$ cat config.mk
export PLATFORM = sky130hd
export DESIGN_NAME = core_seq_ctrl
export DESIGN_NICKNAME = d
export VERILOG_FILES = /design/src/rtl/core_seq_ctrl.sv
export SDC_FILE = /design/constraint.sdc
export NUM_CORES = 1
export LEC_CHECK = 0
export BUFFER_PORTS_ARGS = -buffer_cell sky130_fd_sc_hd__buf_2
export CAP_MARGIN = 20
export CORE_MARGIN = 2
export CORE_UTILIZATION = 49
export DETAILED_ROUTE_END_ITERATION = 10
export GPL_TIMING_DRIVEN = 0
export PLACE_DENSITY = 0.68
export REMOVE_ABC_BUFFERS = 1
export SETUP_SLACK_MARGIN = 0.2
export SLEW_MARGIN = 10
export SYNTH_ARGS = -nofsm -noshare
export SYNTH_HDL_FRONTEND = slang
export SYNTH_SLANG_ARGS = --single-unit
$ cat constraint.sdc
create_clock -name clk -period 17.05 [get_ports clk]
set_input_delay 3.41 -clock clk [delete_from_list [all_inputs] [get_ports clk]]
set_output_delay 3.41 -clock clk [all_outputs]
set_load 0.01 [all_outputs]
$ cat src/rtl/core_seq_ctrl.sv
// ---------------------------------------------------------------------------
// core_seq_ctrl
// Sequencer that steps the core's 34-bit instruction word through one full
// 3x3 conv tile: for each kernel tap it loads weights (xmem->L0->PE), streams
// activations (xmem->L0), executes, and drains the OFIFO into pmem. It then
// accumulates the nine partial sums of every output pixel and flags each
// valid sfp_out word.
//
// Ports
//   clk          clock, all state on the rising edge
//   reset        asynchronous, active-low
//   start        1-cycle pulse, begins a tile; ignored unless idle
//   ofifo_valid  core OFIFO has data
//   inst         core instruction {acc,CEN_p,WEN_p,A_p,CEN_x,WEN_x,A_x,
//                ofifo_rd,ififo_wr,ififo_rd,l0_rd,l0_wr,execute,load}
//   core_rst     active-high core reset pulse
//   busy         high from accepted start until done (or timeout)
//   done         1-cycle pulse at tile end
//   err_to       sticky OFIFO timeout, cleared by the next accepted start
//   kij_idx      current kernel tap
//   sfp_valid    1-cycle pulse, core sfp_out holds output out_idx
//   out_idx      output pixel of the current sfp_valid
//   cyc_cnt      (SEQ_PERF_CNT_EN only) saturating busy-cycle counter
//
// Build option: define SEQ_PERF_CNT_EN to add the cyc_cnt port and counter.
//
// state     | meaning
// ----------+---------------------------------------------------------
// IDLE      | waiting for start
// KRST      | core_rst pulse before each kernel tap
// W_L0      | weight words xmem -> L0 (read address leads l0_wr by 1)
// W_LD      | weights L0 -> PE (l0_rd + load)
// GAP       | intermission after the weight load, all strobes low
// A_L0      | activations xmem -> L0
// EXEC      | execute for LEN_NIJ cycles, then let the array drain
// OF_WAIT   | wait for ofifo_valid, bounded by OFIFO_TO
// OF_RD     | OFIFO -> pmem at kij*PSUM_STRIDE + t
// ORST      | core_rst pulse before each output pixel
// ACC_RD    | nine pmem reads, acc lags each read by one cycle
// ACC_OUT   | sfp_valid pulse for the finished output pixel
// DONE      | done pulse
// ---------------------------------------------------------------------------
module core_seq_ctrl #(
   parameter int          COL          = 8,
   parameter int          ROW          = 8,
   parameter int          IN_DIM       = 6,
   parameter int          OUT_DIM      = 4,
   parameter int          LEN_NIJ      = 36,
   parameter int          LEN_ONIJ     = 16,
   parameter int          LEN_KIJ      = 9,
   parameter logic [10:0] W_BASE       = 11'h400,
   parameter int          PSUM_STRIDE  = 37,
   parameter int          CORE_RST_CYC = 2,
   parameter int          GAP_CYC      = 10,
   parameter int          OFIFO_TO     = 64
) (
   input  logic        clk,
   input  logic        reset,
   input  logic        start,
   input  logic        ofifo_valid,
   output logic [33:0] inst,
   output logic        core_rst,
   output logic        busy,
   output logic        done,
   output logic        err_to,
   output logic [3:0]  kij_idx,
   output logic        sfp_valid,
   output logic [3:0]  out_idx
`ifdef SEQ_PERF_CNT_EN
   ,
   output logic [15:0] cyc_cnt
`endif
);

   typedef enum logic [3:0] {
      S_IDLE, S_KRST, S_W_L0, S_W_LD, S_GAP, S_A_L0, S_EXEC,
      S_OF_WAIT, S_OF_RD, S_ORST, S_ACC_RD, S_ACC_OUT, S_DONE
   } state_t;

   localparam logic [33:0] INST_IDLE = 34'h1_800C_0000;

   localparam logic [6:0]  KRST_LAST = 7'(CORE_RST_CYC - 1);
   localparam logic [6:0]  WL0_LAST  = 7'(COL);
   localparam logic [6:0]  WLD_LAST  = 7'(COL - 1);
   localparam logic [6:0]  GAP_LAST  = 7'(GAP_CYC - 1);
   localparam logic [6:0]  AL0_LAST  = 7'(LEN_NIJ);
   localparam logic [6:0]  EXEC_LAST = 7'(LEN_NIJ + ROW + COL - 1);
   localparam logic [6:0]  WAIT_LAST = 7'(OFIFO_TO - 1);
   localparam logic [6:0]  OFRD_LAST = 7'(LEN_NIJ);
   localparam logic [6:0]  ACC_LAST  = 7'(LEN_KIJ);
   localparam logic [6:0]  COL_C     = 7'(COL);
   localparam logic [6:0]  NIJ_C     = 7'(LEN_NIJ);
   localparam logic [6:0]  KIJ_C     = 7'(LEN_KIJ);
   localparam logic [3:0]  KIJ_LAST  = 4'(LEN_KIJ - 1);
   localparam logic [3:0]  OUT_LAST  = 4'(LEN_ONIJ - 1);
   localparam logic [10:0] PS        = 11'(PSUM_STRIDE);
   localparam logic [10:0] IN_W      = 11'(IN_DIM);
   localparam logic [10:0] OUT_W     = 11'(OUT_DIM);
   localparam logic [10:0] K_W       = 11'd3;

   state_t      state_q, state_d;
   logic [6:0]  cnt_q, cnt_d;
   logic [3:0]  kij_q, kij_d;
   logic [3:0]  out_q, out_d;
   logic        err_to_q, err_to_d;
   logic [33:0] inst_q, inst_d;
   logic        core_rst_q, core_rst_d;
   logic        busy_q, busy_d;
   logic        done_q, done_d;
   logic        sfp_valid_q, sfp_valid_d;

   logic        acc, cen_p, wen_p, cen_x, wen_x;
   logic        of_rd, l0_rd, l0_wr, exe, ld;
   logic [10:0] a_p, a_x;
   logic [10:0] tap_j, tap_ki, tap_kj, o_n, o_i, o_j;

   always_comb begin
      state_d  = state_q;
      cnt_d    = cnt_q + 7'd1;
      kij_d    = kij_q;
      out_d    = out_q;
      err_to_d = err_to_q;

      unique case (state_q)
         S_IDLE: begin
            cnt_d = '0;
            if (start) begin
               state_d  = S_KRST;
               kij_d    = '0;
               out_d    = '0;
               err_to_d = 1'b0;
            end
         end
         S_KRST:    if (cnt_q == KRST_LAST) begin state_d = S_W_L0;    cnt_d = '0; end
         S_W_L0:    if (cnt_q == WL0_LAST)  begin state_d = S_W_LD;    cnt_d = '0; end
         S_W_LD:    if (cnt_q == WLD_LAST)  begin state_d = S_GAP;     cnt_d = '0; end
         S_GAP:     if (cnt_q == GAP_LAST)  begin state_d = S_A_L0;    cnt_d = '0; end
         S_A_L0:    if (cnt_q == AL0_LAST)  begin state_d = S_EXEC;    cnt_d = '0; end
         S_EXEC:    if (cnt_q == EXEC_LAST) begin state_d = S_OF_WAIT; cnt_d = '0; end
         S_OF_WAIT: begin
            if (ofifo_valid) begin
               state_d = S_OF_RD;
               cnt_d   = '0;
            end else if (cnt_q == WAIT_LAST) begin
               // Timeout abandons the tile without a done pulse.
               state_d  = S_IDLE;
               cnt_d    = '0;
               err_to_d = 1'b1;
            end
         end
         S_OF_RD: begin
            if (cnt_q == OFRD_LAST) begin
               cnt_d = '0;
               if (kij_q < KIJ_LAST) begin
                  state_d = S_KRST;
                  kij_d   = kij_q + 4'd1;
               end else begin
                  state_d = S_ORST;
                  out_d   = '0;
               end
            end
         end
         S_ORST:    begin state_d = S_ACC_RD; cnt_d = '0; end
         S_ACC_RD:  if (cnt_q == ACC_LAST) begin state_d = S_ACC_OUT; cnt_d = '0; end
         S_ACC_OUT: begin
            cnt_d = '0;
            if (out_q < OUT_LAST) begin
               state_d = S_ORST;
               out_d   = out_q + 4'd1;
            end else begin
               state_d = S_DONE;
            end
         end
         S_DONE:    begin state_d = S_IDLE; cnt_d = '0; end
         default:   begin state_d = S_IDLE; cnt_d = '0; end
      endcase

      // Outputs are decoded from the next-state values so the registered
      // outputs line up with the state register.
      acc         = 1'b0;
      cen_p       = 1'b1;
      wen_p       = 1'b1;
      a_p         = '0;
      cen_x       = 1'b1;
      wen_x       = 1'b1;
      a_x         = '0;
      of_rd       = 1'b0;
      l0_rd       = 1'b0;
      l0_wr       = 1'b0;
      exe         = 1'b0;
      ld          = 1'b0;
      core_rst_d  = 1'b0;
      sfp_valid_d = 1'b0;
      done_d      = 1'b0;
      tap_j       = {7'd0, cnt_d[3:0]};
      tap_ki      = tap_j / K_W;
      tap_kj      = tap_j % K_W;
      o_n         = {7'd0, out_d};
      o_i         = o_n / OUT_W;
      o_j         = o_n % OUT_W;

      unique case (state_d)
         S_KRST, S_ORST: core_rst_d = 1'b1;
         S_W_L0: begin
            if (cnt_d < COL_C) begin
               cen_x = 1'b0;
               a_x   = W_BASE + {4'd0, cnt_d};
            end
            l0_wr = (cnt_d != 7'd0);
         end
         S_W_LD: begin
            l0_rd = 1'b1;
            ld    = 1'b1;
         end
         S_A_L0: begin
            if (cnt_d < NIJ_C) begin
               cen_x = 1'b0;
               a_x   = {4'd0, cnt_d};
            end
            l0_wr = (cnt_d != 7'd0);
         end
         S_EXEC: begin
            exe   = (cnt_d < NIJ_C);
            l0_rd = (cnt_d < NIJ_C);
         end
         S_OF_RD: begin
            of_rd = 1'b1;
            cen_p = 1'b0;
            wen_p = 1'b0;
            a_p   = {7'd0, kij_d} * PS + {4'd0, cnt_d};
         end
         S_ACC_RD: begin
            if (cnt_d < KIJ_C) begin
               cen_p = 1'b0;
               a_p   = tap_j * PS + (o_i + tap_ki) * IN_W + o_j + tap_kj;
            end
            acc = (cnt_d != 7'd0);
         end
         S_ACC_OUT: sfp_valid_d = 1'b1;
         S_DONE:    done_d = 1'b1;
         default:   ;
      endcase

      busy_d = (state_d != S_IDLE);
      inst_d = {acc, cen_p, wen_p, a_p, cen_x, wen_x, a_x,
                of_rd, 1'b0, 1'b0, l0_rd, l0_wr, exe, ld};
   end

   always_ff @(posedge clk or negedge reset) begin
      if (!reset) begin
         state_q     <= S_IDLE;
         cnt_q       <= '0;
         kij_q       <= '0;
         out_q       <= '0;
         err_to_q    <= 1'b0;
         inst_q      <= INST_IDLE;
         core_rst_q  <= 1'b0;
         busy_q      <= 1'b0;
         done_q      <= 1'b0;
         sfp_valid_q <= 1'b0;
      end else begin
         state_q     <= state_d;
         cnt_q       <= cnt_d;
         kij_q       <= kij_d;
         out_q       <= out_d;
         err_to_q    <= err_to_d;
         inst_q      <= inst_d;
         core_rst_q  <= core_rst_d;
         busy_q      <= busy_d;
         done_q      <= done_d;
         sfp_valid_q <= sfp_valid_d;
      end
   end

   assign inst      = inst_q;
   assign core_rst  = core_rst_q;
   assign busy      = busy_q;
   assign done      = done_q;
   assign err_to    = err_to_q;
   assign kij_idx   = kij_q;
   assign sfp_valid = sfp_valid_q;
   assign out_idx   = out_q;

`ifdef SEQ_PERF_CNT_EN
   logic [15:0] cyc_cnt_q, cyc_cnt_d;

   always_comb begin
      cyc_cnt_d = cyc_cnt_q;
      if (state_q == S_IDLE && start) begin
         cyc_cnt_d = '0;
      end else if (busy_q && cyc_cnt_q != 16'hFFFF) begin
         cyc_cnt_d = cyc_cnt_q + 16'd1;
      end
   end

   always_ff @(posedge clk or negedge reset) begin
      if (!reset) cyc_cnt_q <= '0;
      else        cyc_cnt_q <= cyc_cnt_d;
   end

   assign cyc_cnt = cyc_cnt_q;
`endif

endmodule
# Word level (Yosys, flattened, before mapping)
# Cells that the tools add are included.
[totals]
regBits = 55
output_inout_bits = 47
[op_classes]
addsub = 9
mul = 3
n_div = 2
n_lt_le_gt_ge = 5
n_eq_ne = 31
n_mux = 56
n_reduce_logical = 9
[op_table]
columns = ["op", "n"]
rows = [
  ["two-way mux 4 bit", 19],
  ["two-way mux 7 bit", 9],
  ["one-hot mux 7 bit (7 select lines)", 1],
  ["one-hot mux 4 bit (12 select lines)", 1],
  ["one-hot mux 11 bit (2 select lines)", 2],
  ["equality test 4 bit (second input constant)", 9],
  ["equality test 4 x 3 -> 1 bit (second input constant)", 6],
  ["two-way mux 11 bit", 2],
  ["equality test 7 x 6 -> 1 bit (second input constant)", 3],
  ["multiplier 4 x 6 -> 10 bit (second input constant)", 2],
  ["equality test 4 x 2 -> 1 bit (second input constant)", 4],
  ["two-way mux 1 bit", 15],
  ["equality test 7 x 4 -> 1 bit (second input constant)", 2],
  ["less-than comparator 7 x 4 -> 1 bit (second input constant)", 2],
  ["one-hot mux 4 bit (3 select lines)", 1],
  ["adder 10 x 11 -> 11 bit", 1],
  ["adder 10 x 7 -> 11 bit", 1],
  ["adder 11 bit", 1],
  ["adder 11 x 2 -> 11 bit", 1],
  ["adder 11 x 7 -> 11 bit (first input constant)", 1],
  ["adder 2 x 11 -> 11 bit", 1],
  ["divider 4 x 2 -> 11 bit (second input constant)", 1],
  ["modulo 4 x 2 -> 11 bit (second input constant)", 1],
  ["multiplier 11 x 2 -> 10 bit (second input constant)", 1],
  ["17 further kinds", 28],
]

# Depth between registers and ports, before layout
[logic_depth]
ltp_word = 12
mapped_depth = 37
depth_no_buf = 37

# Worst setup path before layout
# No wires, ideal clock.
[synth_timing]
path_type = "input-to-reg"
startpoint = "input port ofifo_valid"
endpoint = "register inst_q[30], in the netlist inst[30]"
setup_time_ns = 0.079
t_arrival_ns = 10.471
slack_ns = 6.500
path_stages = 32
n_path_buf = 0
path_cell_list = "a21oi_1 a31o_2 o31ai_4 clkinv_1 ha_1 nand2b_1 o21ai_0 o21ai_0 xnor2_1 ha_1 inv_1 and2_1 nand3_2 ha_1 fa_1 ha_1 fa_1 xor2_1 ha_1 inv_1 fa_1 fa_1 inv_1 ha_1 nor2b_1 o21ai_0 a21oi_1 o21ai_0 a21oi_1 o21a_1 or3_1 mux2i_1"
[synth_via]
elab_chain_cells = 10
elab_cells_between_ends = 18
[synth_lines]
columns = ["item", "line_no", "source"]
rows = [
  ["from (decl)", "60", "input logic ofifo_valid,"],
  ["two-way mux 7 bit (*)", "141", "if (ofifo_valid) begin"],
  ["one-hot mux 7 bit (7 select lines) (*)", "124", "unique case (state_q)"],
  ["net cnt_d[3]", "102", "logic [6:0] cnt_q, cnt_d;"],
  ["divider 4 x 2 -> 11 bit", "196", "tap_ki = tap_j / K_W;"],
  ["adder 2 x 11 -> 11 bit", "235", "a_p = tap_j * PS + (o_i + tap_ki) * IN_W + o_j + tap_kj;"],
  ["multiplier 11 x 2 -> 10 bit", "235", ""],
  ["adder 10 x 11 -> 11 bit", "235", ""],
  ["adder 11 x 2 -> 11 bit", "235", ""],
  ["adder 11 bit", "235", ""],
  ["two-way mux 11 bit", "233", "if (cnt_d < KIJ_C) begin"],
  ["one-hot mux 11 bit (2 select lines) (*)", "202", "unique case (state_d)"],
  ["net a_p[10]", "114", "logic [10:0] a_p, a_x;"],
  ["to (signal assigned)", "267", "inst_q <= inst_d;"],
  ["to (decl)", "106", "logic [33:0] inst_q, inst_d;"],
]
# The timed path passes the listed nets; every way through them passes the cells marked *.
# A chain may end at the register's enable or synchronous reset.

# Worst setup path in the final report
# Same ends and word-level chain as after synthesis.

==> results.md <==
- Status: completed
- Total grt overflow: 0
- RSZ-0062 raised after global routing: false
- Switch Pwr: 44.1 uW
- First-pass GRT wire length: 18400 um
- Antenna violations before repair: 0
- Tmin final: 11.87 ns
- Reg2reg start: cnt_q[1]
- Tcrit/Tclk final: 69.6%
- Fmax: 0.0842 GHz
- Delay of the slowest critical-path stage: 0.60 ns
- Dpl hpwl: 9110 um
- PortBufs: 44
- Met2 routed WL: 5380 um
- R2R Setup Slk: 7.05 ns
- Cell count after synthesis: 522
- Placer Congestion: 0.932
- Slew HR: 36.0%
- Main synth FF type: dfrtp_1
- Worst reg2reg path endpoint: inst[30]
- Data required, critical path: 17.29 ns
- Initial Util: 50.5%
- Worst Reg-to-Reg Cells: 37
- Critical Path End Type: flip-flop
- Max-capacitance violation count: 0
- Flops & latches, synth: 52
- Wire per inst: 16.3 um
- Post-synth ARST share: 100%
- Share of cells above drive strength 1: 14.2%
- Top routing layer in use: met4
- Int Pwr: 168 uW
- Post-CTS setup repair buffer count: 0
- Post-synth EDFFs: 0
- CTS resizes: 0
- Met3 wire len: 463 um
- Synth-to-layout area growth: 9.02%
- DIE AREA: 10400 um2
- Crit path max fanout: 12
- # rows: 35
- Last element of the critical path: inst[30]
- Avg Inst Size Synth: 8.99 um2
- Hold WC Path Type: flip-flop to flip-flop
- Area of the multi-input gates: 2990 um2
- Clock power frac: 39.6%
- Die X-Extent: 102 um
- Total CTS buffers: 5
- Yosys top cell by area: dfrtp_1
- Register share of total power: 58.2%
- Most frequent cells in the layout: inv_1, ha_1, dfrtp_1
- Maximum vdd drop: 41.9 uV
- DR pass1 iterations: 5
- CTS sink cnt: 52
- Critical path class: input port to flip-flop
- Arrival time at the worst endpoint: 12.11 ns
- Measured slew at the worst slew-check pin: 0.948 ns
- Sw Share: 20.8%
- Critical Path Source Type: input port
- Final Setup Violations: 0
- Hold_ws: 0.508 ns
- CP Launch Point: ofifo_valid
- Vias: 3892
- Synth top area cells: dfrtp_1, ha_1, fa_1
- Pin count of the biggest net entering global routing: 30
- YS warnings: 0
- Vias per cell: 5.63
- Top-area cell type share of the netlist area: 26.1%
- Hold_buf cts: 0
- Clk buf depth: 2
- # fillers: 889
- Total core area: 9280 um2
- Total routed wirelength: 11200 um
- Number of global-route vias before repair: 3723
- Setup_tns: 0 ns
- CTS tree: built
- Sequential area share after synthesis: 27.8%
- H-tree lvl count: 2
- Power Density: 41.4 nW/um2
- Yosys cell types: 81
- # nets final: 633
- Clock slew at reported path FFs: 0.10 ns
- Mapped Area: 4690 um2
- Die extent in y: 102 um
- Final hold vios: 0
- Tot GR Track Use: 22.5%
- Slowest stage cell, crit path: o31ai_4
- Later-pin clock latency in the skew report: 0.31 ns
- M1 WL: 5320 um
- Cell mode on critical path: ha_1
- DRC: 0
- Gate power share: 2.2%
- Antenna diode count: 0
- Root Buffer: clkbuf_8
- DR iter-0 viols: 196
- Leak Pwr: 0.00265 uW
- Post-DRT Antenna Nets: 0
- Io pins: 51
- Sequential Area: 1310 um2
- Most common cell after layout, fill and taps aside: inv_1
- Skew final: 0.0136 ns
- Final Slew Violations: 0
==> synthesized netlist by cell type (6+ instances only) <==
library cell,number
buf_2,7
o21ai_0,25
dfrtp_1,49
a21oi_1,26
nor3_1,11
buf_4,6
nand2b_1,8
a21o_1,9
ha_1,51
fa_1,17
nand2_1,31
inv_1,77
nor2_1,32
xor2_1,12
a31oi_1,6
nor2b_1,7
xnor2_1,11
o22ai_1,7
nand3_1,14
==> routing by layer <==
metal / vias up / track usage [%]
met5: - / 0
met4: 0 / 3.38
met3: 8 / 2.80
met2: 100 / 37.2
met1: 1889 / 32.6
li1: 1895 / -
==> worst min-delay path by stage <==
| stage | endpoint | startpoint | depth (start not counted) |
|---|---|---|---|
| final | err_to | err_to | 1 |
| after global routing | err_to | err_to | 1 |
| after CTS | err_to | err_to | 1 |
| after detailed placement | err_to | err_to | 1 |
| after global placement | err_to | err_to | 1 |
| after floorplan | err_to | err_to | 1 |
==> worst max-delay path: cells and delay by family <==
| family | cells | cell delay [ns] |
|---|---|---|
| adders and majority gates | 9 | 3.33 |
| AOI/OAI and AO/OA | 12 | 2.59 |
| buffers and inverters | 6 | 0.97 |
| and+or+nand+nor | 4 | 0.93 |
| xor gates and xnor gates | 3 | 0.74 |
| muxes | 1 | 0.13 |
==> area by class of cell <==
cell class,instances,share of cell area [%]
multi-input combinational,376,58.4
tap,129,3.16
clock inverter,3,0.832
inverter,79,5.82
sequential,52,25.5
clock buffer,5,1.35
timing repair buffer,47,4.94
==> power groups by stage <==
stage / sequential (uW) / combinational (uW) / clock (uW)
after global placement: 126 / 4.15 / 0
after CTS: 123 / 4.82 / 86.3
after floorplan: 126 / 0.921 / 0
after detailed placement: 126 / 4.79 / 0
final: 123 / 4.64 / 83.9
after global routing: 123 / 5.36 / 90.7
==> state kept, by name (all words and copies together) (netlist names) <==
register,count
busy,1
cnt_q,7
core_rst,1
err_to,1
inst,28
out_idx,4
state_q,4
kij_idx,4
done,1
sfp_valid,1
==> logic make-up (layout without fill, tap and decap cells) <==
kind of cell,Yosys count,after routing,synth area share [%]
AOI/OAI and AO/OA,124,124,18.6
xor gates and xnor gates,23,23,4.29
adders and majority gates,68,68,20.9
buffers and inverters,99,134,8.94
DFF,52,52,27.8
muxes,6,6,1.31
other,2,7,0.160
and+or+nand+nor,148,148,18.1
==> per-stage QoR <==
step / power [uW] / util, % / cells / instance area, um2 / setup WS, ns
2_1_floorplan: 127 / - / 507 / 4590 / 6.20
3_3_place_gp: 130 / 53.5 / 680 / 4970 / 5.05
3_5_place_dp: 131 / 53.8 / 682 / 4990 / 4.94
4_1_cts: 215 / 55.0 / 690 / 5110 / 5.22
5_1_grt: 220 / 55.1 / 691 / 5110 / 4.70
6_report: 212 / 55.1 / 691 / 5110 / 5.18
Power figures use the tool's default switching activity.
